$ cat src/rtl/ram_bus_arbiter.sv
// Two-port round-robin arbiter that sequences CPU and loader accesses to the shared 256x16 RAM bus.
// Each access is IDLE -> ACCESS -> ACK, and every output comes straight from a flop.
module ram_bus_arbiter #(
    parameter int ADDR_W = 8,
    parameter int DATA_W = 16
) (
    input  logic              Clk,
    input  logic              Rst,
    input  logic              CpuReq,
    input  logic              CpuWe,
    input  logic [ADDR_W-1:0] CpuAddr,
    input  logic [DATA_W-1:0] CpuWData,
    output logic              CpuAck,
    output logic [DATA_W-1:0] CpuRData,
    input  logic              LdReq,
    input  logic              LdWe,
    input  logic [ADDR_W-1:0] LdAddr,
    input  logic [DATA_W-1:0] LdWData,
    output logic              LdAck,
    output logic [DATA_W-1:0] LdRData,
    output logic [ADDR_W-1:0] RamAddr,
    output logic              RamIn,
    output logic              RamOut,
    output logic              BusDrv,
    output logic [DATA_W-1:0] BusWData,
    input  logic [DATA_W-1:0] Bus,
    output logic              Busy,
    output logic              Owner
);

    typedef enum logic [1:0] {
        ST_IDLE   = 2'd0,
        ST_ACCESS = 2'd1,
        ST_ACK    = 2'd2
    } state_t;

    state_t              state_q, state_d;
    logic                last_owner_q, last_owner_d;
    logic                owner_q, owner_d;
    logic                we_q, we_d;
    logic [ADDR_W-1:0]   ram_addr_q, ram_addr_d;
    logic [DATA_W-1:0]   bus_wdata_q, bus_wdata_d;
    logic                ram_in_q, ram_in_d;
    logic                ram_out_q, ram_out_d;
    logic                bus_drv_q, bus_drv_d;
    logic                busy_q, busy_d;
    logic                cpu_ack_q, cpu_ack_d;
    logic                ld_ack_q, ld_ack_d;
    logic [DATA_W-1:0]   cpu_rdata_q, cpu_rdata_d;
    logic [DATA_W-1:0]   ld_rdata_q, ld_rdata_d;
    logic                grant_ld_s;

    // Next-state and next-output logic; strobes are computed one cycle early so they are registered.
    always_comb begin
        state_d      = state_q;
        last_owner_d = last_owner_q;
        owner_d      = owner_q;
        we_d         = we_q;
        ram_addr_d   = ram_addr_q;
        bus_wdata_d  = bus_wdata_q;
        ram_in_d     = 1'b0;
        ram_out_d    = 1'b0;
        bus_drv_d    = 1'b0;
        busy_d       = 1'b0;
        cpu_ack_d    = 1'b0;
        ld_ack_d     = 1'b0;
        cpu_rdata_d  = cpu_rdata_q;
        ld_rdata_d   = ld_rdata_q;
        grant_ld_s   = 1'b0;
        case (state_q)
            ST_IDLE: begin
                if (CpuReq || LdReq) begin
                    // On a tie the port that did not win last time is granted.
                    grant_ld_s   = (CpuReq && LdReq) ? ~last_owner_q : LdReq;
                    owner_d      = grant_ld_s;
                    last_owner_d = grant_ld_s;
                    we_d         = grant_ld_s ? LdWe : CpuWe;
                    ram_addr_d   = grant_ld_s ? LdAddr : CpuAddr;
                    bus_wdata_d  = grant_ld_s ? LdWData : CpuWData;
                    ram_in_d     = we_d;
                    ram_out_d    = ~we_d;
                    bus_drv_d    = we_d;
                    busy_d       = 1'b1;
                    state_d      = ST_ACCESS;
                end else begin
                    state_d = ST_IDLE;
                end
            end
            ST_ACCESS: begin
                busy_d    = 1'b1;
                cpu_ack_d = ~owner_q;
                ld_ack_d  = owner_q;
                state_d   = ST_ACK;
                if (!we_q) begin
                    if (owner_q) begin
                        ld_rdata_d = Bus;
                    end else begin
                        cpu_rdata_d = Bus;
                    end
                end else begin
                    cpu_rdata_d = cpu_rdata_q;
                end
            end
            ST_ACK: begin
                state_d = ST_IDLE;
            end
            default: begin
                state_d = ST_IDLE;
            end
        endcase
    end

    // State and output registers with synchronous reset.
    always_ff @(posedge Clk) begin
        if (Rst) begin
            state_q      <= ST_IDLE;
            last_owner_q <= 1'b1;
            owner_q      <= 1'b0;
            we_q         <= 1'b0;
            ram_addr_q   <= {ADDR_W{1'b0}};
            bus_wdata_q  <= {DATA_W{1'b0}};
            ram_in_q     <= 1'b0;
            ram_out_q    <= 1'b0;
            bus_drv_q    <= 1'b0;
            busy_q       <= 1'b0;
            cpu_ack_q    <= 1'b0;
            ld_ack_q     <= 1'b0;
            cpu_rdata_q  <= {DATA_W{1'b0}};
            ld_rdata_q   <= {DATA_W{1'b0}};
        end else begin
            state_q      <= state_d;
            last_owner_q <= last_owner_d;
            owner_q      <= owner_d;
            we_q         <= we_d;
            ram_addr_q   <= ram_addr_d;
            bus_wdata_q  <= bus_wdata_d;
            ram_in_q     <= ram_in_d;
            ram_out_q    <= ram_out_d;
            bus_drv_q    <= bus_drv_d;
            busy_q       <= busy_d;
            cpu_ack_q    <= cpu_ack_d;
            ld_ack_q     <= ld_ack_d;
            cpu_rdata_q  <= cpu_rdata_d;
            ld_rdata_q   <= ld_rdata_d;
        end
    end

    assign CpuAck   = cpu_ack_q;
    assign CpuRData = cpu_rdata_q;
    assign LdAck    = ld_ack_q;
    assign LdRData  = ld_rdata_q;
    assign RamAddr  = ram_addr_q;
    assign RamIn    = ram_in_q;
    assign RamOut   = ram_out_q;
    assign BusDrv   = bus_drv_q;
    assign BusWData = bus_wdata_q;
    assign Busy     = busy_q;
    assign Owner    = owner_q;

endmodule
$ cat config.mk
export PLATFORM = sky130hd
export DESIGN_NAME = ram_bus_arbiter
export DESIGN_NICKNAME = d
export VERILOG_FILES = /design/src/rtl/ram_bus_arbiter.sv
export SDC_FILE = /design/constraint.sdc
export NUM_CORES = 1
export LEC_CHECK = 0
export CAP_MARGIN = 20
export CELL_PAD_IN_SITES_DETAIL_PLACEMENT = 1
export CELL_PAD_IN_SITES_GLOBAL_PLACEMENT = 1
export CORE_MARGIN = 1.5
export CORE_UTILIZATION = 25
export CTS_CLUSTER_DIAMETER = 200
export DETAILED_ROUTE_END_ITERATION = 16
export GPL_TIMING_DRIVEN = 0
export PLACE_DENSITY_LB_ADDON = 0.3
export SYNTH_ARGS = -nofsm -noshare
export SYNTH_HDL_FRONTEND = slang
export SYNTH_SLANG_ARGS = --single-unit
$ cat constraint.sdc
create_clock -name Clk -period 2.7 [get_ports Clk]
set_clock_uncertainty 0.2 [all_clocks]
set_input_delay 0.405 -clock Clk [delete_from_list [all_inputs] [get_ports Clk]]
set_output_delay 0.405 -clock Clk [all_outputs]
set_load 0.05 [all_outputs]
# Word-level counts from Yosys, hierarchy flattened
# Index checks and enable logic that the tools add are counted.
[word_totals] memories=0 rom_bits=0 inputBits=70 reg_bits=66 latchBits=0 mem_bits_rw=0
[classes] n_mux=8 multipliers=0 div=0 eq_ne=1 n_bitwise=7 n_reduce_logical=8 n_lt_le_gt_ge=0 shift=0 n_addsub=0
[ops] cell="$mux 16" n=1
[ops] cell="$mux 8" n=1
[ops] cell="$not 1->1" n=7
[ops] cell="$reduce_and 3->1" n=2
[ops] cell="$mux 1" n=4
[ops] cell="$pmux 2 s2" n=1
[ops] cell="$reduce_or 3->1" n=1
[ops] cell="$eq 2x1->1 const B" n=1
[ops] cell="$logic_not 2->1" n=1
[ops] cell="$pmux 1 s2" n=1
[ops] cell="$reduce_and 2->1" n=1
[ops] cell="$reduce_or 2->1" n=1
[ops] cell="$logic_and 1x1->1" n=1
[ops] cell="$logic_or 1x1->1" n=1

# Logic depth before layout (Yosys ltp)
# Gate-level depths: netlist (run 1).
[depth] ltp_word=4 ltp_mapped=6

# Worst setup path before layout (run 1)
# Ideal clock, no wire load.
[synth_timing] kind="reg-to-reg" startpoint="register owner_q (netlist: Owner)" endpoint="register cpu_rdata_q[4] (netlist: CpuRData[4])" slack_ns=0.893 arrival_time_ns=1.475 synth_period_minus_slack_ns=1.807 path_stages_with_launch=6 required_time_ns=2.368 setup_time_ns=0.132 path_cell_list="dfxtp_1 -> or4b_1 -> buf_2 -> buf_6 -> nand2_1 -> a21oi_1"
[synth_between] elab_chain_cells=2
[synth_lines] element="start: declaration" line_no="39" source="logic owner_q, owner_d;"
[synth_lines] element="start signal: assignment" line_no="133" source="owner_q <= owner_d;"
[synth_lines] element="$not 1->1 (no line)"
[synth_lines] element="$reduce_and 3->1 (no line)"
[synth_lines] element="end signal: assignment" line_no="128" source="cpu_rdata_q <= {DATA_W{1'b0}};"
[synth_lines] element="end signal: assignment" line_no="143" source="cpu_rdata_q <= cpu_rdata_d;"
[synth_lines] element="end: declaration" line_no="49" source="logic [DATA_W-1:0] cpu_rdata_q, cpu_rdata_d;"
# Every way passes these cells.
# A chain may end at the register's enable or synchronous reset.

# Final worst setup path (run 1)
[layout_timing] startpoint="register owner_q (netlist: Owner)" endpoint="output Owner"
[layout_lines] element="end: declaration" line_no="28" source="output logic Owner"
# No word-level cell between the ends.

==> reports/metrics.cfg, run 1 <==
[setup_path]
cp_cell_sequence=clkdlybuf4s50_1
critPathBufInv=1
critPathCaptureType=primary output
critPathSlowestCell=clkdlybuf4s50_1
critPathKind=flip-flop to primary output
cp_data_required_time_ns=2.10
startpoint_type=flip-flop
path_delay_family=buffers and inverters
arrival_ns=1.69
max_stage_delay_ns=0.87
crit_fanout=8

[floorplan]
die_w_um=107
die_h_um=107
rows=37
core_region_area_sq_um=10500
die_area_sq_um=11500
ioPinCount=133
start_util_pct=26.0

[timing]
setup_violations=0
slew_viol_final=0
hold_viol_final=0
max_freq_mhz=436
min_period_ns=2.30
worstMarginPinSlew_ns=0.712
max_slew_margin_pct=52.5
rsz0062_at_grt=false
finalHoldWorstSlack_ns=0.255
fin_setup_tns_ns=0
fin_crit_sh_pct=85.0

[synth]
synthFlopType=dfxtp_1
synth_cell_type_count=28
avgSynthCellArea_sq_um=8.67
yosysTopAreaCell=dfxtp_1
netlist_area_sq_um=2720
synth_top_area_share_pct=48.5
seq_area_frac_synth_pct=48.5
netlist_instances=314
ys_async_sr_fraction_pct=0
syn_nets=384
synthTopCellsByArea=dfxtp_1 49%, nand2_1 16%, a21oi_1 11%, a311oi_2 10%, buf_6 2.1%
ys_ff_latch=66
synth-edff-count=0
synth_warnings=0

[placed_design]
place_congestion=0.712
numPortBuffers=131
hpwl_um=6710

[drt]
drtPass1Iterations=4
drc=0
vias=2735
drtIter0Drc=72
wl_um=8950
vias_per_cell=4.60
ant_nets=0
wire_per_inst_um=15.0

[clocking]
htreeDepth=3
cts.clk_slew.worst_paths_ns=0.07
cts_tree=built
clockBufferDepth=2
ctsHoldBuffers=0
cts_root_buf=clkbuf_8
postCtsSetupBuffers=0
cts.sinks=66
cts_repair_resize_count=0
cts_inserted_buffers=9
clock_latency_ns=0.34

[final_layout]
nFillCells=1268
num-nets-final=526
syn_to_final_growth_pct=60.9
final_common_cell=clkdlybuf4s50_1
diodes=0
most-common-layout-cells=131 x clkdlybuf4s50_1, 115 x nand2_1, 66 x dfxtp_1, 59 x a21oi_1, 19 x a311oi_2
drive_gt1_share_pct=12.0

[power]
vdd_drop_max_v=0.000242
power.leakage_nw=1.55
power-per-cell-area_nw_per_um2=603

[global_routing]
grt_pass1_vias=2909
grt_use_total_pct=16.6
grt_max_degree=11
grt-ovfl-total=0
antenna_found_initial=0
grt_pass1_wl_um=14800

[run]
drv_cap=0

[outcome]
status=finished clean

[min_path]
hold_path.class=flip-flop to flip-flop

## power by group
part           switching (mW)  total [mW]  internal, mW
Combinational           0.465       0.776         0.311
Sequential             0.0452        1.09          1.05
Clock                   0.377       0.774         0.397
Total                   0.886        2.64          1.75
## synth_stat cells (2+ instances only)
cell type,number
nand2_1,115
dfxtp_1,66
a21oi_1,59
a311oi_2,19
clkbuf_1,12
buf_2,8
a311oi_1,5
buf_6,5
nor2_1,3
a21bo_2,2
buf_4,2
nor3_1,2
## metal layers
layer / GRT usage [%] / share of wire (%) / vias up
li1: - / - / 1358
met1: 19.2 / 43 / 1267
met2: 27.8 / 47 / 100
met3: 6.48 / 9.0 / 10
met4: 5.92 / 1.3 / 0
met5: 0 / 0 / -
## cell families (layout without fill, tap and decap cells)
logic type      count (synthesis)  in the layout  share of synthesized area, %
buf+inv                        29            174                          6.06
compound gates                 88             88                          24.9
mux                             1              1                         0.367
simple gates                  130            130                          20.2
flops                          66             66                          48.5
## per-stage QoR
step	instances	utilization [%]	cell area (sq um)	setup slack, ns	total power, mW
finish	595	41.9	4380	0.405	2.64
detailed placement	581	40.2	4210	0.266	1.90
CTS	595	41.9	4380	0.350	2.68
floorplan	314	-	2720	0.893	1.58
global placement	581	40.2	4210	0.275	1.89
global route	595	41.9	4380	0.324	2.78
## final cells by class
type / count / area, sq um / area share (%)
tap: 136 / 170 / 3.88
clock inverter: 2 / 12.5 / 0.285
buffer: 29 / 165 / 3.77
multi-input combinational: 219 / 1240 / 28.2
timing repair buffer: 131 / 1310 / 29.9
clock buffer: 12 / 165 / 3.77
sequential: 66 / 1320 / 30.1
## sequential cells by signal, summed over array words and instances (netlist names)
register and count:
CpuRData 16, RamAddr 8, state_q 2, LdRData 16, BusWData 16, BusDrv 1, LdAck 1, Owner 1
Busy 1, last_owner_q 1, CpuAck 1, RamOut 1, we_q 1
## path summary, 6_finish.rpt
path / slack (ns) / end / start / cells after the start
setup / recovery: 0.40 / Owner / Owner$_SDFFE_PP0P_ / 1
setup reg to reg: 0.92 / BusWData[15]$_SDFFE_PP0P_ / last_owner_q$_SDFFE_PP1P_ / 4
hold reg to reg: 0.26 / CpuRData[5]$_SDFFE_PP0P_ / CpuRData[5]$_SDFFE_PP0P_ / 2
hold / removal: 0.26 / CpuRData[5]$_SDFFE_PP0P_ / CpuRData[5]$_SDFFE_PP0P_ / 2
(Power assumes the default switching activity.)
==> run 2: changes to the inputs <==
CORE_UTILIZATION = 31   (was 25)
==> run 2 against run 1 <==
Against the previous run:
- final cell count down 4.4%
- first-iteration DRC count down 50%
- clock power down 2%
- worst hold slack better by 0.0025 ns
- largest cell class unchanged
- critical path depth unchanged
==> reports/metrics.cfg, run 2 (same netlist as run 1, synthesis figures left out) <==
[timing]
rsz0062_at_grt=false  ; unchanged
fin_setup_tns_ns=0  ; unchanged
max_freq_mhz=432  ; was 436 MHz
hold_viol_final=0  ; unchanged
slew_viol_final=0  ; unchanged
fin_crit_sh_pct=85.8  ; was 85.0%
worstMarginPinSlew_ns=0.750  ; was 0.712 ns
max_slew_margin_pct=50.0  ; was 52.5%
min_period_ns=2.32  ; was 2.30 ns
setup_violations=0  ; unchanged

[setup_path]
critPathCaptureType=primary output  ; unchanged
path_delay_family=buffers and inverters  ; unchanged
startpoint_type=flip-flop  ; unchanged
crit_fanout=8  ; unchanged
arrival_ns=1.71  ; was 1.69 ns
max_stage_delay_ns=0.87  ; about the same
cp_cell_sequence=clkdlybuf4s50_1  ; unchanged
critPathBufInv=1  ; unchanged
cp_data_required_time_ns=2.10  ; about the same
critPathSlowestCell=clkdlybuf4s50_1  ; unchanged
critPathKind=flip-flop to primary output  ; unchanged

[drt]
drtPass1Iterations=4  ; unchanged
ant_nets=0  ; unchanged
wire_per_inst_um=15.3  ; was 15.0 um
wl_um=8700  ; was 8950 um
vias=2761  ; was 2735
drtIter0Drc=36  ; was 72
drc=0  ; unchanged
vias_per_cell=4.85  ; was 4.60

[floorplan]
rows=34  ; was 37
die_w_um=96.7  ; was 107 um
die_h_um=96.7  ; was 107 um
ioPinCount=133  ; unchanged
start_util_pct=31.5  ; was 26.0%
die_area_sq_um=9360  ; was 11500 sq um
core_region_area_sq_um=8640  ; was 10500 sq um

[final_layout]
most-common-layout-cells=131 x clkdlybuf4s50_1, 115 x nand2_1, 66 x dfxtp_1, 59 x a21oi_1, 19 x a311oi_2  ; unchanged
drive_gt1_share_pct=12.1  ; was 12.0%
num-nets-final=526  ; unchanged
final_cells=569  ; was 595
nFillCells=1031  ; was 1268
fin_util_pct=50.4  ; was 41.9%
final_common_cell=clkdlybuf4s50_1  ; unchanged
syn_to_final_growth_pct=59.8  ; was 60.9%
diodes=0  ; unchanged

[placed_design]
hpwl_um=6510  ; was 6710 um
place_inst=553  ; was 581
numPortBuffers=131  ; unchanged
place_congestion=0.686  ; was 0.712

[clocking]
cts_inserted_buffers=9  ; unchanged
cts.sinks=66  ; unchanged
cts_repair_resize_count=0  ; unchanged
clockBufferDepth=2  ; unchanged
htreeDepth=3  ; unchanged
ctsHoldBuffers=0  ; unchanged
cts_root_buf=clkbuf_8  ; unchanged
clock_latency_ns=0.33  ; was 0.34 ns
postCtsSetupBuffers=0  ; unchanged
cts_tree=built  ; unchanged
cts.clk_slew.worst_paths_ns=0.07  ; about the same

[outcome]
status=finished clean  ; unchanged

[power]
power.leakage_nw=1.55  ; about the same
vdd_drop_max_v=0.000236  ; was 0.000242 V
power-per-cell-area_nw_per_um2=603  ; about the same

[global_routing]
antenna_found_initial=0  ; unchanged
grt_pass1_vias=3054  ; was 2909
grt_util_met3_pct=8.74  ; was 6.48%
grt_use_met1_pct=20.4  ; was 19.2%
grt_use_total_pct=19.3  ; was 16.6%
gr-max-usage-layer=met2  ; unchanged
grt_max_degree=12  ; was 11
met2_usage_pct=34.2  ; was 27.8%
grt_pass1_wl_um=14500  ; was 14800 um
grt-ovfl-total=0  ; unchanged

[min_path]
hold_path.class=flip-flop to flip-flop  ; unchanged

[run]
drv_cap=0  ; unchanged

[run 2: cell count changes in the layout (fill, tap and decap cells not counted)]
cell      delta
clkinv_4     +1
clkbuf_8     -1
clkinv_2     +1
clkbuf_1     +1
[run 2: worst min-delay path: stages, from the launching register on]
cell	delay, ns
dfxtp_1	0.31
nand2_1	0.05
a21oi_1	0.05
[run 2: path summary, 6_finish.rpt]
check,cells past startpoint,end,startpoint,slack [ns]
worst max register to register,4,BusWData[8]$_SDFFE_PP0P_,last_owner_q$_SDFFE_PP1P_,0.89
worst max-delay path,1,Owner,Owner$_SDFFE_PP0P_,0.38
worst min-delay path,2,LdRData[5]$_SDFFE_PP0P_,LdRData[5]$_SDFFE_PP0P_,0.26
worst min register to register,2,LdRData[5]$_SDFFE_PP0P_,LdRData[5]$_SDFFE_PP0P_,0.26
[run 2: final cells by class]
type / instances / area, sq um / area share (%)
Buffer: 29 / 165 / 3.80
Clock buffer: 12 / 155 / 3.57
Clock inverter: 4 / 26.3 / 0.604
Multi-Input combinational cell: 219 / 1240 / 28.4
Sequential cell: 66 / 1320 / 30.4
Tap cell: 108 / 135 / 3.11
Timing Repair Buffer: 131 / 1310 / 30.1
[run 2: per-layer routing]
layer	up-vias	share of wire, %
met5	-	0
met4	0	1.1
met3	7	8.5
met2	97	49
met1	1303	41
li1	1354	-
[run 2: power by group]
| group | switching [mW] | internal (mW) |
|---|---|---|
| Combinational | 0.464 | 0.311 |
| Sequential | 0.0465 | 1.05 |
| Clock | 0.376 | 0.382 |
| Total | 0.886 | 1.74 |
[run 2: through the flow]
stage	worst slack, ns	power [mW]	hold slack (ns)	cell area, sq um
2_1_floorplan	0.893	1.58	0.318	2720
3_3_place_gp	0.353	1.88	0.241	4170
3_5_place_dp	0.296	1.89	0.248	4170
4_1_cts	0.345	2.67	0.259	4350
5_1_grt	0.296	2.76	0.280	4350
6_report	0.383	2.63	0.258	4350
==> run 3: changes to the inputs <==
RECOVER_POWER = 50   (was default)
==> run 3 against run 2 <==
Against the previous run:
- power fell by 0.26%
- sequential power barely moved
- non-clock buffer count did not move
- routed wire length fell by 0.13%
- combinational power fell by 1%
- maximum frequency fell by 0.45%
- critical path depth did not move
- clock power rose by 0.7%
- die area did not move
- final cell count did not move
==> reports/metrics.cfg, run 3 (same netlist as run 1, synthesis figures left out) <==
[placed_design]
place_congestion=0.686  ; unchanged
hpwl_um=6510  ; unchanged
numPortBuffers=131  ; unchanged
place_inst=553  ; unchanged

[min_path]
hold_path.class=flip-flop to flip-flop  ; unchanged
min-delay-start=LdRData[5]$_SDFFE_PP0P_  ; unchanged
min_delay_worst_endpoint=LdRData[5]$_SDFFE_PP0P_  ; unchanged
whs_path_depth=2  ; unchanged

[final_layout]
drive_gt1_share_pct=10.2  ; was 12.1%
syn_to_final_growth_pct=58.7  ; was 59.8%
final_cells=569  ; unchanged
num-nets-final=526  ; unchanged
diodes=0  ; unchanged
final_common_cell=clkdlybuf4s50_1  ; unchanged
most-common-layout-cells=123 x clkdlybuf4s50_1, 115 x nand2_1, 66 x dfxtp_1, 59 x a21oi_1, 20 x clkbuf_1  ; was 131 x clkdlybuf4s50_1, 115 x nand2_1, 66 x dfxtp_1, 59 x a21oi_1, 19 x a311oi_2

[drt]
wire_per_inst_um=15.3  ; about the same
vias=2770  ; was 2761
drtIter0Drc=41  ; was 36
drtPass1Iterations=4  ; unchanged
vias_per_cell=4.87  ; was 4.85
wl_um=8690  ; was 8700 um
ant_nets=0  ; unchanged
drc=0  ; unchanged

[floorplan]
die_h_um=96.7  ; unchanged
rows=34  ; unchanged
core_region_area_sq_um=8640  ; unchanged
die_area_sq_um=9360  ; unchanged
ioPinCount=133  ; unchanged
start_util_pct=31.5  ; unchanged
die_w_um=96.7  ; unchanged

[power]
power.leakage_nw=1.54  ; was 1.55 nW
vdd_drop_max_v=0.000238  ; was 0.000236 V
power-per-cell-area_nw_per_um2=606  ; was 603 nW/um^2

[global_routing]
grt_pass1_wl_um=14500  ; unchanged
grt_max_degree=12  ; unchanged
grt-ovfl-total=0  ; unchanged
grt_pass1_vias=3054  ; unchanged
grt_use_total_pct=19.3  ; unchanged
antenna_found_initial=0  ; unchanged

[timing]
rsz0062_at_grt=false  ; unchanged
setup_violations=0  ; unchanged
worstMarginPinSlew_ns=0.748  ; was 0.750 ns
slew_viol_final=0  ; unchanged
min_period_ns=2.33  ; was 2.32 ns
max_freq_mhz=430  ; was 432 MHz
hold_viol_final=0  ; unchanged
fin_setup_tns_ns=0  ; unchanged
max_slew_margin_pct=50.1  ; was 50.0%
fin_crit_sh_pct=86.2  ; was 85.8%

[setup_path]
arrival_ns=1.72  ; was 1.71 ns
critPathKind=flip-flop to primary output  ; unchanged
crit_fanout=8  ; unchanged
startpoint_type=flip-flop  ; unchanged
r2r-start=Owner$_SDFFE_PP0P_  ; was last_owner_q$_SDFFE_PP1P_
critPathSlowestCell=clkdlybuf4s50_1  ; unchanged
critPathBufInv=1  ; unchanged
r2r-end=LdRData[14]$_SDFFE_PP0P_  ; was BusWData[8]$_SDFFE_PP0P_
r2r_cells=5  ; was 4
path_delay_family=buffers and inverters  ; unchanged
regToRegSetupSlack_ns=0.64  ; was 0.89 ns
cp_data_required_time_ns=2.10  ; about the same
worstSetupStartpoint=Owner$_SDFFE_PP0P_  ; unchanged
critPathCaptureType=primary output  ; unchanged
cp_cell_sequence=clkdlybuf4s50_1  ; unchanged
max_stage_delay_ns=0.87  ; about the same

[run]
drv_cap=0  ; unchanged

[clocking]
cts_tree=built  ; unchanged
cts_root_buf=clkbuf_8  ; unchanged
cts.sinks=66  ; unchanged
cts_inserted_buffers=9  ; unchanged
postCtsSetupBuffers=0  ; unchanged
ctsHoldBuffers=0  ; unchanged
clock_latency_ns=0.34  ; was 0.33 ns
clockBufferDepth=2  ; unchanged
cts_repair_resize_count=0  ; unchanged
cts.clk_slew.worst_paths_ns=0.07  ; about the same
htreeDepth=3  ; unchanged

[outcome]
status=finished clean  ; unchanged

-- run 3: metrics by stage --
step	utilization (%)	hold WS [ns]	worst slack, ns	cell area, sq um	power (mW)
3_5_place_dp	48.3	0.248	0.296	4170	1.89
6_report	50.1	0.255	0.372	4320	2.62
5_1_grt	50.1	0.277	0.230	4320	2.75
4_1_cts	50.4	0.259	0.345	4350	2.67
2_1_floorplan	-	0.318	0.893	2720	1.58
3_3_place_gp	48.3	0.241	0.353	4170	1.88
-- run 3: area by class of cell --
cell class,instances,area (sq um)
Sequential cell,66,1320
Clock buffer,12,155
Multi-Input combinational cell,219,1230
Timing Repair Buffer,131,1310
Fill cell,1034,4310
Clock inverter,4,26.3
Tap cell,108,135
Buffer,29,144
-- run 3: how the worst max path moves through the flow --
stage                           endpoint  cells past startpoint
6_report                           Owner                      1
5_1_grt          RamAddr[7]$_SDFFE_PP0P_                      6
4_1_cts                            Owner                      1
3_5_place_dp    BusWData[8]$_SDFFE_PP0P_                      5
3_3_place_gp   BusWData[11]$_SDFFE_PP0P_                      5
2_1_floorplan   CpuRData[4]$_SDFFE_PP0P_                      5
-- run 3: metal layers --
metal	wire, um	GRT usage [%]	up-vias
met5	0	0	-
met4	103	5.69	0
met3	755	8.74	7
met2	4300	34.2	100
met1	3530	20.4	1306
li1	-	-	1357
-- run 3: report_power, final --
part,switching [mW],internal [mW]
registers,0.0465,1.05
logic,0.461,0.302
clock network,0.381,0.382
total,0.889,1.73
==> variant: new RTL, config.mk and constraints of run 1 <==
`ADDR_W`: 8 -> 9.
--- a/src/rtl/ram_bus_arbiter.sv
+++ b/src/rtl/ram_bus_arbiter.sv
@@ -1,7 +1,7 @@
 // Two-port round-robin arbiter that sequences CPU and loader accesses to the shared 256x16 RAM bus.
 // Each access is IDLE -> ACCESS -> ACK, and every output comes straight from a flop.
 module ram_bus_arbiter #(
-    parameter int ADDR_W = 8,
+    parameter int ADDR_W = 9,
     parameter int DATA_W = 16
 ) (
     input  logic              Clk,
Ports: changed (resized CpuAddr, LdAddr and RamAddr); port bits go from 133 to 136. No check against the original RTL was run, so the function may have changed too.
==> variant against run 1 <==
Area after synthesis fell by 3.5%. Count of clock-buffer cells in the layout fell by 3. Synthesized cell count rose by 1.6%. Combinational power fell by 3.7%. Critical path depth did not move. Routed wire length fell by 0.41%. Sequential cell count rose by 1. Power rose by 6.2%. Design area fell by 0.49%. Non-clock buffer count rose by 3. Worst setup slack got worse by 13 ps. Critical path type unchanged.
==> variant: results (changes against run 1) <==
logic_synthesis:
  synth_area_leaders: "dfxtp_1 51%, nand2_1 17%, a21oi_1 11%"  # was dfxtp_1 49%, nand2_1 16%, a21oi_1 11%
  synth.distinct_cells: 26  # was 28
  netlist_top_cells_count: "117 x nand2_1, 67 x dfxtp_1, 60 x a21oi_1"  # was 115 x nand2_1, 66 x dfxtp_1, 59 x a21oi_1
  synth_compound_area_frac: 0.216  # was 0.249
  synth_seq_area_share: 0.510  # was 0.485
  syn_nets: 391  # was 384
  syn_inst: 319  # was 314
  synthMuxAreaShare: 0.00381  # was 0.00367
setup_path:
  reg2reg_from: "state_q[1]"  # was last_owner_q
  cp_top_family: "buffers and inverters"  # unchanged
  r2r_end: "BusWData[12]"  # was BusWData[15]
  rrSetupSlack_ps: 960  # was 920 ps
timing:
  hold_ws_ps: 258  # was 255 ps
  max-slew-margin-rel: 0.615  # was 0.525
  fin_tns_setup_ps: 0  # unchanged
  clock.fmax_mhz: 433  # was 436 MHz
clock_tree:
  clk-insertion-delay-late_ps: 350
  cts.root.buffer_cell: "clkbuf_8"  # unchanged
pwr:
  ir_worst_vdd_mv: 0.210  # was 0.242 mV
  p_sw_frac: 0.328  # was 0.336
finish:
  drive_gt1_frac: 0.0853  # was 0.120
  nClkBuffers: 9  # was 12
  multi_input_area_share: 0.260  # was 0.282
  seq_cell_count: 67  # was 66
  multi_input_gates: 223  # was 219
  fin_cells: 605  # was 595
  seq_area_frac: 0.308  # was 0.301
  n_all_buffers: 163  # was 160
  final_nets: 536  # was 526
  design_area_um2: 4360  # was 4380 µm²
  buf_share: 0.343  # was 0.337
  fill_cells: 1244  # was 1268
  clk_share: 0.0511  # was 0.0405
route:
  dr_total_vias: 2774  # was 2735
  drtIter0Drc: 48  # was 72
global_route:
  grt_max_degree: 14  # was 11
  grt_first_pass_wirelength_um: 14100  # was 14800 µm
  grt_pass1_vias: 2888  # was 2909
die:
  die_area_um2: 11100  # was 11500 µm²
placed_design:
  dpl_cell_area_um2: 4140  # was 4210 µm²
  dp_hpwl_um: 6710  # about the same
  place_congestion: 0.725  # was 0.712
  preCtsSetupSlack_ps: 359  # was 266 ps
  dp_cells: 589  # was 581
hold_path:
  worst_hold_startpoint: "LdRData[10]"  # was CpuRData[5]
  whs_endpoint: "LdRData[10]"  # was CpuRData[5]
  hold_depth: 2  # unchanged
status:
  status: "finished clean"  # unchanged
[variant: cell types whose count changed after synthesis, sizes merged]
cell / before / now
a21oi: 59 / 60
dfxtp: 66 / 67
clkbuf: 13 / 9
a311oi: 24 / 25
buf: 16 / 20
nand2: 115 / 117
[variant: per-layer routing]
| metal | global-route usage | up-vias | wire (µm) | part of all wire |
|---|---|---|---|---|
| li1 | - | 1387 | - | - |
| met1 | 0.189 | 1273 | 4000 | 0.45 |
| met2 | 0.269 | 104 | 3980 | 0.45 |
| met3 | 0.0693 | 10 | 816 | 0.092 |
| met4 | 0.0550 | 0 | 118 | 0.013 |
| met5 | 0 | - | 0 | 0 |
[variant: kinds of logic after synthesis]
family	count (synthesis)
AO/OA/AOI/OAI	90
flip-flops	67
buffers and inverters	29
multiplexers	1
AND/OR/NAND/NOR	132
[variant: power groups by stage]
| stage | clock network [mW] | registers [mW] | logic (mW) |
|---|---|---|---|
| detailed placement | 0 | 1.13 | 0.754 |
| floorplan | 0 | 1.36 | 0.206 |
| finish | 0.950 | 1.11 | 0.747 |
| global route | 1.03 | 1.12 | 0.797 |
| CTS | 0.980 | 1.11 | 0.755 |
| global placement | 0 | 1.13 | 0.745 |
[variant: how the worst max path moves through the flow]
stage          start          end  slack [ps]  depth (start not counted)
6_report       Owner        Owner         390                          1
4_1_cts        Owner        Owner         360                          1
3_5_place_dp   LdReq   RamAddr[7]         360                          5
3_3_place_gp   LdReq   RamAddr[3]         460                          5
5_1_grt        Owner        Owner         330                          1
2_1_floorplan  Owner  CpuRData[5]         890                          5
[variant: worst min-delay path: stages (launching register included)]
cell and delay, ps:
dfxtp_1 310, nand2_1 50, a21oi_1 50
